**src/rtl/instruction_fetch_unit.sv**
```systemverilog
// rtl/instruction_fetch_unit.sv - PC owner and instruction fetcher with 2-entry decode buffer
//
// Ports:
//   clk, rst                 clock, asynchronous active-high reset
//   imem_address             word address to instruction memory (always the PC)
//   imem_instruction         combinational read data for imem_address
//   start, stop              run control (stop wins when both are high)
//   redirect_valid/target    load a new PC and flush the buffer
//   out_valid/ready          handshake toward decode
//   out_instruction, out_pc  head buffer entry (zero when the buffer is empty)
module instruction_fetch_unit #(
    parameter int         L        = 16,
    parameter logic [L-1:0] RESET_PC = '0
) (
    input  logic         clk,
    input  logic         rst,
    output logic [L-1:0] imem_address,
    input  logic [L-1:0] imem_instruction,
    input  logic         start,
    input  logic         stop,
    input  logic         redirect_valid,
    input  logic [L-1:0] redirect_target,
    output logic         out_valid,
    input  logic         out_ready,
    output logic [L-1:0] out_instruction,
    output logic [L-1:0] out_pc
);

    typedef enum logic {
        IDLE = 1'b0,
        RUN  = 1'b1
    } state_t;

    state_t       state;
    logic [L-1:0] pc;
    logic [1:0]   count;

    // Shift-style buffer: e0 is always the head, e1 the entry behind it.
    logic [L-1:0] e0_pc;
    logic [L-1:0] e0_ins;
    logic [L-1:0] e1_pc;
    logic [L-1:0] e1_ins;

    logic pop;
    logic push;

    assign pop  = (count != 2'd0) && out_ready;
    // A full buffer can still accept when the head leaves in the same cycle.
    assign push = (state == RUN) && !redirect_valid && ((count != 2'd2) || pop);

    assign imem_address    = pc;
    assign out_valid       = (count != 2'd0);
    // Stale head contents are masked so an empty buffer presents zeros.
    assign out_pc          = out_valid ? e0_pc  : '0;
    assign out_instruction = out_valid ? e0_ins : '0;

    always_ff @(posedge clk or posedge rst) begin
        if (rst) begin
            state  <= IDLE;
            pc     <= RESET_PC;
            count  <= 2'd0;
            e0_pc  <= '0;
            e0_ins <= '0;
            e1_pc  <= '0;
            e1_ins <= '0;
        end else begin
            // State transitions apply even during a redirect.
            case (state)
                IDLE: if (start && !stop) state <= RUN;
                RUN:  if (stop)           state <= IDLE;
                default:                  state <= IDLE;
            endcase

            if (redirect_valid) begin
                // A pop this cycle is simply dropped along with the rest.
                pc    <= redirect_target;
                count <= 2'd0;
            end else begin
                if (push) begin
                    pc <= pc + L'(1);
                end

                if (push && !pop) begin
                    count <= count + 2'd1;
                end else if (pop && !push) begin
                    count <= count - 2'd1;
                end

                if (pop) begin
                    if (count == 2'd2) begin
                        e0_pc  <= e1_pc;
                        e0_ins <= e1_ins;
                        if (push) begin
                            e1_pc  <= pc;
                            e1_ins <= imem_instruction;
                        end
                    end else if (push) begin
                        e0_pc  <= pc;
                        e0_ins <= imem_instruction;
                    end
                end else if (push) begin
                    if (count == 2'd0) begin
                        e0_pc  <= pc;
                        e0_ins <= imem_instruction;
                    end else begin
                        e1_pc  <= pc;
                        e1_ins <= imem_instruction;
                    end
                end
            end
        end
    end

endmodule

```
**config.mk**
```make
export PLATFORM = sky130hd
export DESIGN_NAME = instruction_fetch_unit
export DESIGN_NICKNAME = d
export VERILOG_FILES = /design/src/rtl/instruction_fetch_unit.sv
export SDC_FILE = /design/constraint.sdc
export NUM_CORES = 1
export LEC_CHECK = 0
export CAP_MARGIN = 10
export CELL_PAD_IN_SITES_DETAIL_PLACEMENT = 1
export CELL_PAD_IN_SITES_GLOBAL_PLACEMENT = 2
export CORE_MARGIN = 3
export CORE_UTILIZATION = 33
export DETAILED_ROUTE_END_ITERATION = 7
export PLACE_DENSITY = 0.79
export RECOVER_POWER = 50
export SYNTH_ARGS = -nofsm -noshare
export SYNTH_HDL_FRONTEND = slang
export SYNTH_SLANG_ARGS = --single-unit
```
**constraint.sdc**
```tcl
create_clock -name clk -period 3.5 [get_ports clk]
set_input_delay 0.7 -clock clk [delete_from_list [all_inputs] [get_ports clk]]
set_output_delay 0.7 -clock clk [all_outputs]
set_load 0.1 [all_outputs]
```
==> flow_metrics.tcl, run 1 <==
set metrics [dict create \
    status "completed" \
    fin_setup_tns_ps 0 \
    clock.fmax_ghz 0.3609 \
    antenna_left 0 \
    drv_cap 0 \
    yosys_warnings 0 \
    synth_top_family_by_area "multiplexers" \
    grt_pass1_vias 3215 \
    clock_power_share 0.299 \
    place_area_um2 5045 \
    start_util 0.3392 \
    p_int_uw 2068 \
    insertion_delay_ps 340 \
    muxShareOfSynthArea 0.2743 \
    synth_nets 379 \
    fillCellCount 1296 \
    seqPwrFrac 0.415 \
    nets 462 \
    ys_ff_latch 83 \
    cts_buffers 9 \
    htreeDepth 3 \
    grt_setup_unrepaired "no" \
    portBuffers 86 \
    p_leak_uw 0.002217 \
    clk_pin_slew_ps 60 \
    setup_viol 0 \
    grt_pass1_wl_mm 16.79 \
    diodes 0 \
    die-area_um2 13770 \
    synth_area_leaders "dfrtp_1, mux2_2, nor2b_1" \
    synthCells 340 \
    cts_tree "built" \
    cts.root.buffer_cell "clkbuf_16" \
    reg2reg_from "state" \
    p_sw_uw 1096 \
    fp-row-count 40 \
    finClkSkew_ps 8.344 \
    antenna_found_initial 0 \
    yosys.area_share.simple 0.1333 \
    clock-sinks 83 \
    syn_area_per_cell_um2 12.03 \
    grt-ovfl-total 0 \
    maxSlewViolCount 0 \
    viasPerCell 4.822 \
    dpl.hpwl_mm 6.747 \
    pin_count 87 \
    cp.arrival_ps 2070 \
    min_path_type "flip-flop to flip-flop" \
    fin_crit_sh 0.7917 \
    synth_edf_count 0 \
    sw_frac_of_total 0.3464 \
    final_area_um2 5271 \
    cts_buffer_depth 2 \
    synth_top_cells_by_count "mux2_2, dfrtp_1, nor2b_1, nand2_1, clkbuf_1" \
    period_minus_slack_ps 2771 \
    vias 2869 \
    drive_gt1_frac 0.3630 \
    combPwrFrac 0.285 \
    cts.repair_timing.setup_buffer_count 0 \
    worst_pin_slew_ps 1261 \
    route.detailed.drc 0 \
    ff2ff_path_depth 3 \
    crit_type "flip-flop to primary output" \
    area_delta_synth_final_pct 28.84 \
    synth_fa_ha_area_frac 0.003058 \
    yosysMostFrequentCell "mux2_2" \
    worst-endpoint-required_ps 2800 \
    grt_usage 0.1504 \
    synth_compound_area_frac 0.03670 \
    min_to "e1_pc[11]" \
    endpoint_kind "primary output" \
    finalHoldViolCount 0 \
    worstReg2RegEnd "e0_pc[12]" \
    design.core.area_um2 12060 \
    slew-limit-headroom 0.1548 \
    ys_seq_area_frac 0.5076 \
    synth-xor-area-share 0.01927 \
    r2r_slack_ps 1350 \
    cts_resized 0 \
    wl_per_cell_um 16.50 \
    netlist_area_um2 4091 \
    fp.dieH_um 117.3 \
    yosys.area.top_type "dfrtp_1" \
    first_pass_iters 4 \
    synth_top_flop_cell "dfrtp_1" \
    hold_depth 1 \
    final_util 0.4370 \
    ys_async_sr_fraction 1.000 \
    synth_top_area_share 0.5076 \
    startpoint_type "flip-flop" \
    gp_congestion 0.7469 \
    grt_start_max_net_pins 58 \
    power_density_nw_per_um2 600.2 \
    yosysUniqueCellTypes 37 \
    drtIter0Drc 67 \
    cts_hold_buf 0 \
    die_w_um 117.3 \
    cp_max_fo 19 \
    max-vdd-ir-drop_mv 0.2299 \
    worstHoldStart "e1_pc[11]" \
    wl_mm 9.820 \
]
state kept, by name, indices dropped and copies added, names as in the netlist:
register	cells
count	2
e0_pc	16
e0_ins	16
e1_pc	16
e1_ins	16
state	1
imem_address	16
power by group through the flow:
| stage | clock network [uW] | logic [uW] | registers [uW] |
|---|---|---|---|
| finish | 947 | 903 | 1310 |
| global route | 1020 | 960 | 1350 |
| CTS | 978 | 932 | 1320 |
| detailed placement | 0 | 930 | 1330 |
| global placement | 0 | 908 | 1330 |
| floorplan | 0 | 593 | 1420 |
final cells by class:
cell class / instances / area [um^2] / share of cell area
clock buffer: 11 / 242.7 / 0.04605
clock inverter: 4 / 51.30 / 0.009732
inverter: 6 / 23.77 / 0.004510
multi-input combinational: 231 / 1912 / 0.3627
sequential: 83 / 2077 / 0.3940
tap: 168 / 210.2 / 0.03988
timing repair buffer: 92 / 754.5 / 0.1431
cell usage in the layout (no fill, tap or decap), drive strengths merged, types with 2 or more instances in the layout:
cell type,n
mux2,97
nor2,8
clkbuf,26
dlygate4sd3,3
a21oi,4
o21ai,12
nand2,18
nor4,2
nand2b,3
nand4,3
buf,39
xor2,4
clkdlybuf4s50,35
o31ai,3
nor3b,2
o211ai,2
or4,5
clkinvlp,2
nor3,5
inv,4
dfrtp,83
a31oi,4
mux2i,3
xnor2,5
and3,2
nor2b,34
clkinv,3
nand3,6
how the worst max path moves through the flow:
stage,cells after the start,slack [ps],start,endpoint
finish,4,730,count[1],out_instruction[14]
detailed placement,5,540,out_ready,e0_ins[10]
global placement,5,570,out_ready,e0_pc[11]
floorplan,1,660,rst,count[0]
CTS,4,690,count[1],out_pc[0]
global route,4,570,count[1],out_instruction[14]
worst max-delay path, cell delays in order (launching register included):
cell and delay (ps):
dfrtp_1 470, nor2_2 570, buf_4 360, nor2b_1 90, buf_4 240
per-layer routing:
layer / GRT usage / vias to the layer above / wire length [um]
met3: 0.02989 / 11 / 386
met4: 0.05938 / 0 / 175
met2: 0.2399 / 61 / 4638
li1: - / 1360 / -
met1: 0.2020 / 1437 / 4620
met5: 0 / - / 0
cell families after synthesis:
family,after synthesis
AOI/OAI and AO/OA,26
xor gates and xnor gates,9
adders and majority gates,1
buffers and inverters,26
DFF,83
muxes,100
and+or+nand+nor,95
per-stage QoR:
stage / hold slack [ps] / instances / setup slack [ps] / power, uW
after floorplan: 454.1 / 340 / 663.2 / 2013
after global placement: 465.6 / 580 / 573.2 / 2233
after detailed placement: 475.5 / 580 / 537.7 / 2262
after CTS: 487.6 / 595 / 686.2 / 3228
after global routing: 513.1 / 595 / 567.5 / 3334
final: 486.1 / 595 / 729.2 / 3164
(Power assumes the default switching activity.)
==> run 2, diff against run 1 <==
- CORE_UTILIZATION: 33 -> 30
- PLACE_DENSITY: 0.79 -> 0.76
- clock period: 3.5 -> 2.5 ns (I/O delays scaled with it)
==> run 2 against run 1 <==
Combinational power up 58%; cell count rose by 2.0%; global-route usage is 1.4 points lower; register-to-register slack got worse by 820 ps; via count is 0.59% higher; non-clock buffer count grew 5; clock skew decreased by 3.4 ps; power up 48%; highest routed layer unchanged; largest cell class unchanged; critical path type is now input pin to flip-flop; critical endpoint is now imem_address[11]; critical path depth is 1 higher; sequential share of layout area fell by 3.6 points.
==> flow_metrics.tcl, run 2 (same netlist as run 1, synthesis figures left out) <==
set metrics [dict create \
    grt_setup_unrepaired "no" \
    antenna_left 0 \
    grt_pass1_vias 3183 \
    fp.dieH_um 122.8 \
    nets 467 \
    drive_gt1_frac 0.4060 \
    fp-row-count 42 \
    final_area_um2 5803 \
    grt_usage 0.1368 \
    drtIter0Drc 65 \
    gp_congestion 0.7448 \
    htreeDepth 3 \
    insertion_delay_ps 330 \
    endpoint_kind "flip-flop" \
    viasPerCell 4.755 \
    worstReg2RegEnd "imem_address[11]" \
    worst_pin_slew_ps 1163 \
    portBuffers 86 \
    critPathTopFamily "simple AND/OR/NAND/NOR gates" \
    clock-sinks 83 \
    worstHoldStart "e1_pc[11]" \
    min_to "e1_pc[11]" \
    cts_buffer_depth 2 \
    cp_max_fo 10 \
    crit_chain "dlygate4sd3_1, nor3b_4, or3_1, or4_1, a31oi_1" \
    finalHoldViolCount 0 \
    grt-ovfl-total 0 \
    maxSlewViolCount 0 \
    max-vdd-ir-drop_mv 0.4778 \
    clk_pin_slew_ps 60 \
    pin_count 87 \
    startpoint_type "input pin" \
    first_pass_iters 4 \
    layout_setup_ws_ps 347.2 \
    cp_num_buf_inv 1 \
    finClkSkew_ps 4.957 \
    status "completed" \
    dp_slack_ps 75.25 \
    whs_ps 483.1 \
    sw_frac_of_total 0.3262 \
    cts_hold_buf 0 \
    cts.root.buffer_cell "clkbuf_16" \
    cts_buffers 9 \
    route.detailed.drc 0 \
    wl_per_cell_um 15.94 \
    grt_pass1_wl_mm 16.12 \
    period_minus_slack_ps 2153 \
    reg2reg_from "count[1]" \
    place_area_um2 5544 \
    r2r_slack_ps 530 \
    hold_depth 1 \
    clock.fmax_ghz 0.4645 \
    fillCellCount 1401 \
    die-area_um2 15070 \
    design.core.area_um2 13300 \
    worst-endpoint-required_ps 2750 \
    slew-limit-headroom 0.2244 \
    p_sw_uw 1526 \
    start_util 0.3077 \
    cts_tree "built" \
    antenna_found_initial 0 \
    area_delta_synth_final_pct 41.83 \
    grt_start_max_net_pins 84 \
    drv_cap 0 \
    cts_resized 0 \
    vias 2886 \
    instances_no_fill 607 \
    dpl.hpwl_mm 6.613 \
    layout_commonest_cell "mux2_2" \
    cts.repair_timing.setup_buffer_count 0 \
    critPathMaxStageDelay_ps 610 \
    diodes 0 \
    min_path_type "flip-flop to flip-flop" \
    die_w_um 122.8 \
    seqPwrFrac 0.390 \
    wl_mm 9.677 \
    clock_power_share 0.304 \
    combPwrFrac 0.306 \
    layout_common_cells "mux2_2, dfrtp_1, buf_12" \
    power_density_nw_per_um2 806.4 \
    dp_cells 593 \
    p_leak_uw 0.002409 \
    setup_viol 0 \
    p_int_uw 3153 \
    fin_crit_sh 0.8611 \
    ff2ff_path_depth 4 \
    cp.arrival_ps 2400 \
    crit_type "input pin to flip-flop" \
    crit_slowest_cell "dlygate4sd3_1" \
]
run 2: worst max path at each step:
stage | start | to | slack, ps | cells after the start
floorplan | count[0] | out_instruction[0] | -130 | 3
global placement | redirect_valid | imem_address[15] | 100 | 4
finish | out_ready | imem_address[11] | 350 | 5
detailed placement | out_ready | e1_ins[12] | 80 | 7
CTS | count[0] | out_pc[6] | 360 | 4
global route | out_ready | imem_address[11] | 260 | 5
run 2: metrics by stage:
stage / util / total power [uW] / TNS, ps
floorplan: - / 2819 / -3788
global placement: 0.4170 / 3283 / 0
detailed placement: 0.4170 / 3323 / 0
CTS: 0.4408 / 4781 / 0
global route: 0.4365 / 4914 / 0
finish: 0.4365 / 4679 / 0
run 2: per-layer routing:
| layer | global-route usage | part of all wire | vias up |
|---|---|---|---|
| li1 | - | - | 1367 |
| met1 | 0.1794 | 0.46 | 1451 |
| met2 | 0.2258 | 0.48 | 57 |
| met3 | 0.02811 | 0.045 | 11 |
| met4 | 0.04549 | 0.013 | 0 |
| met5 | 0 | 0 | - |
run 2: power groups by stage:
stage	Sequential, uW	Clock [uW]	Combinational, uW
6_report	1820	1420	1430
5_1_grt	1880	1520	1520
4_1_cts	1830	1480	1470
3_3_place_gp	1840	0	1440
2_1_floorplan	1990	0	831
3_5_place_dp	1850	0	1470
run 2: area by class of cell:
cell class	instances	area, um^2	area share
Clock buffer	12	256.5	0.04420
Clock inverter	2	60.06	0.01035
Inverter	6	26.28	0.004528
Multi-Input combinational cell	231	1924	0.3316
Sequential cell	83	2077	0.3579
Tap cell	176	220.2	0.03795
Timing Repair Buffer	97	1239	0.2135
run 2: worst register-to-register path: cells and delay by family, from the launching register on:
family           cells  cell delay [ps]
AO/OA/AOI/OAI        1              190
flip-flops           1              470
AND/OR/NAND/NOR      3             1240
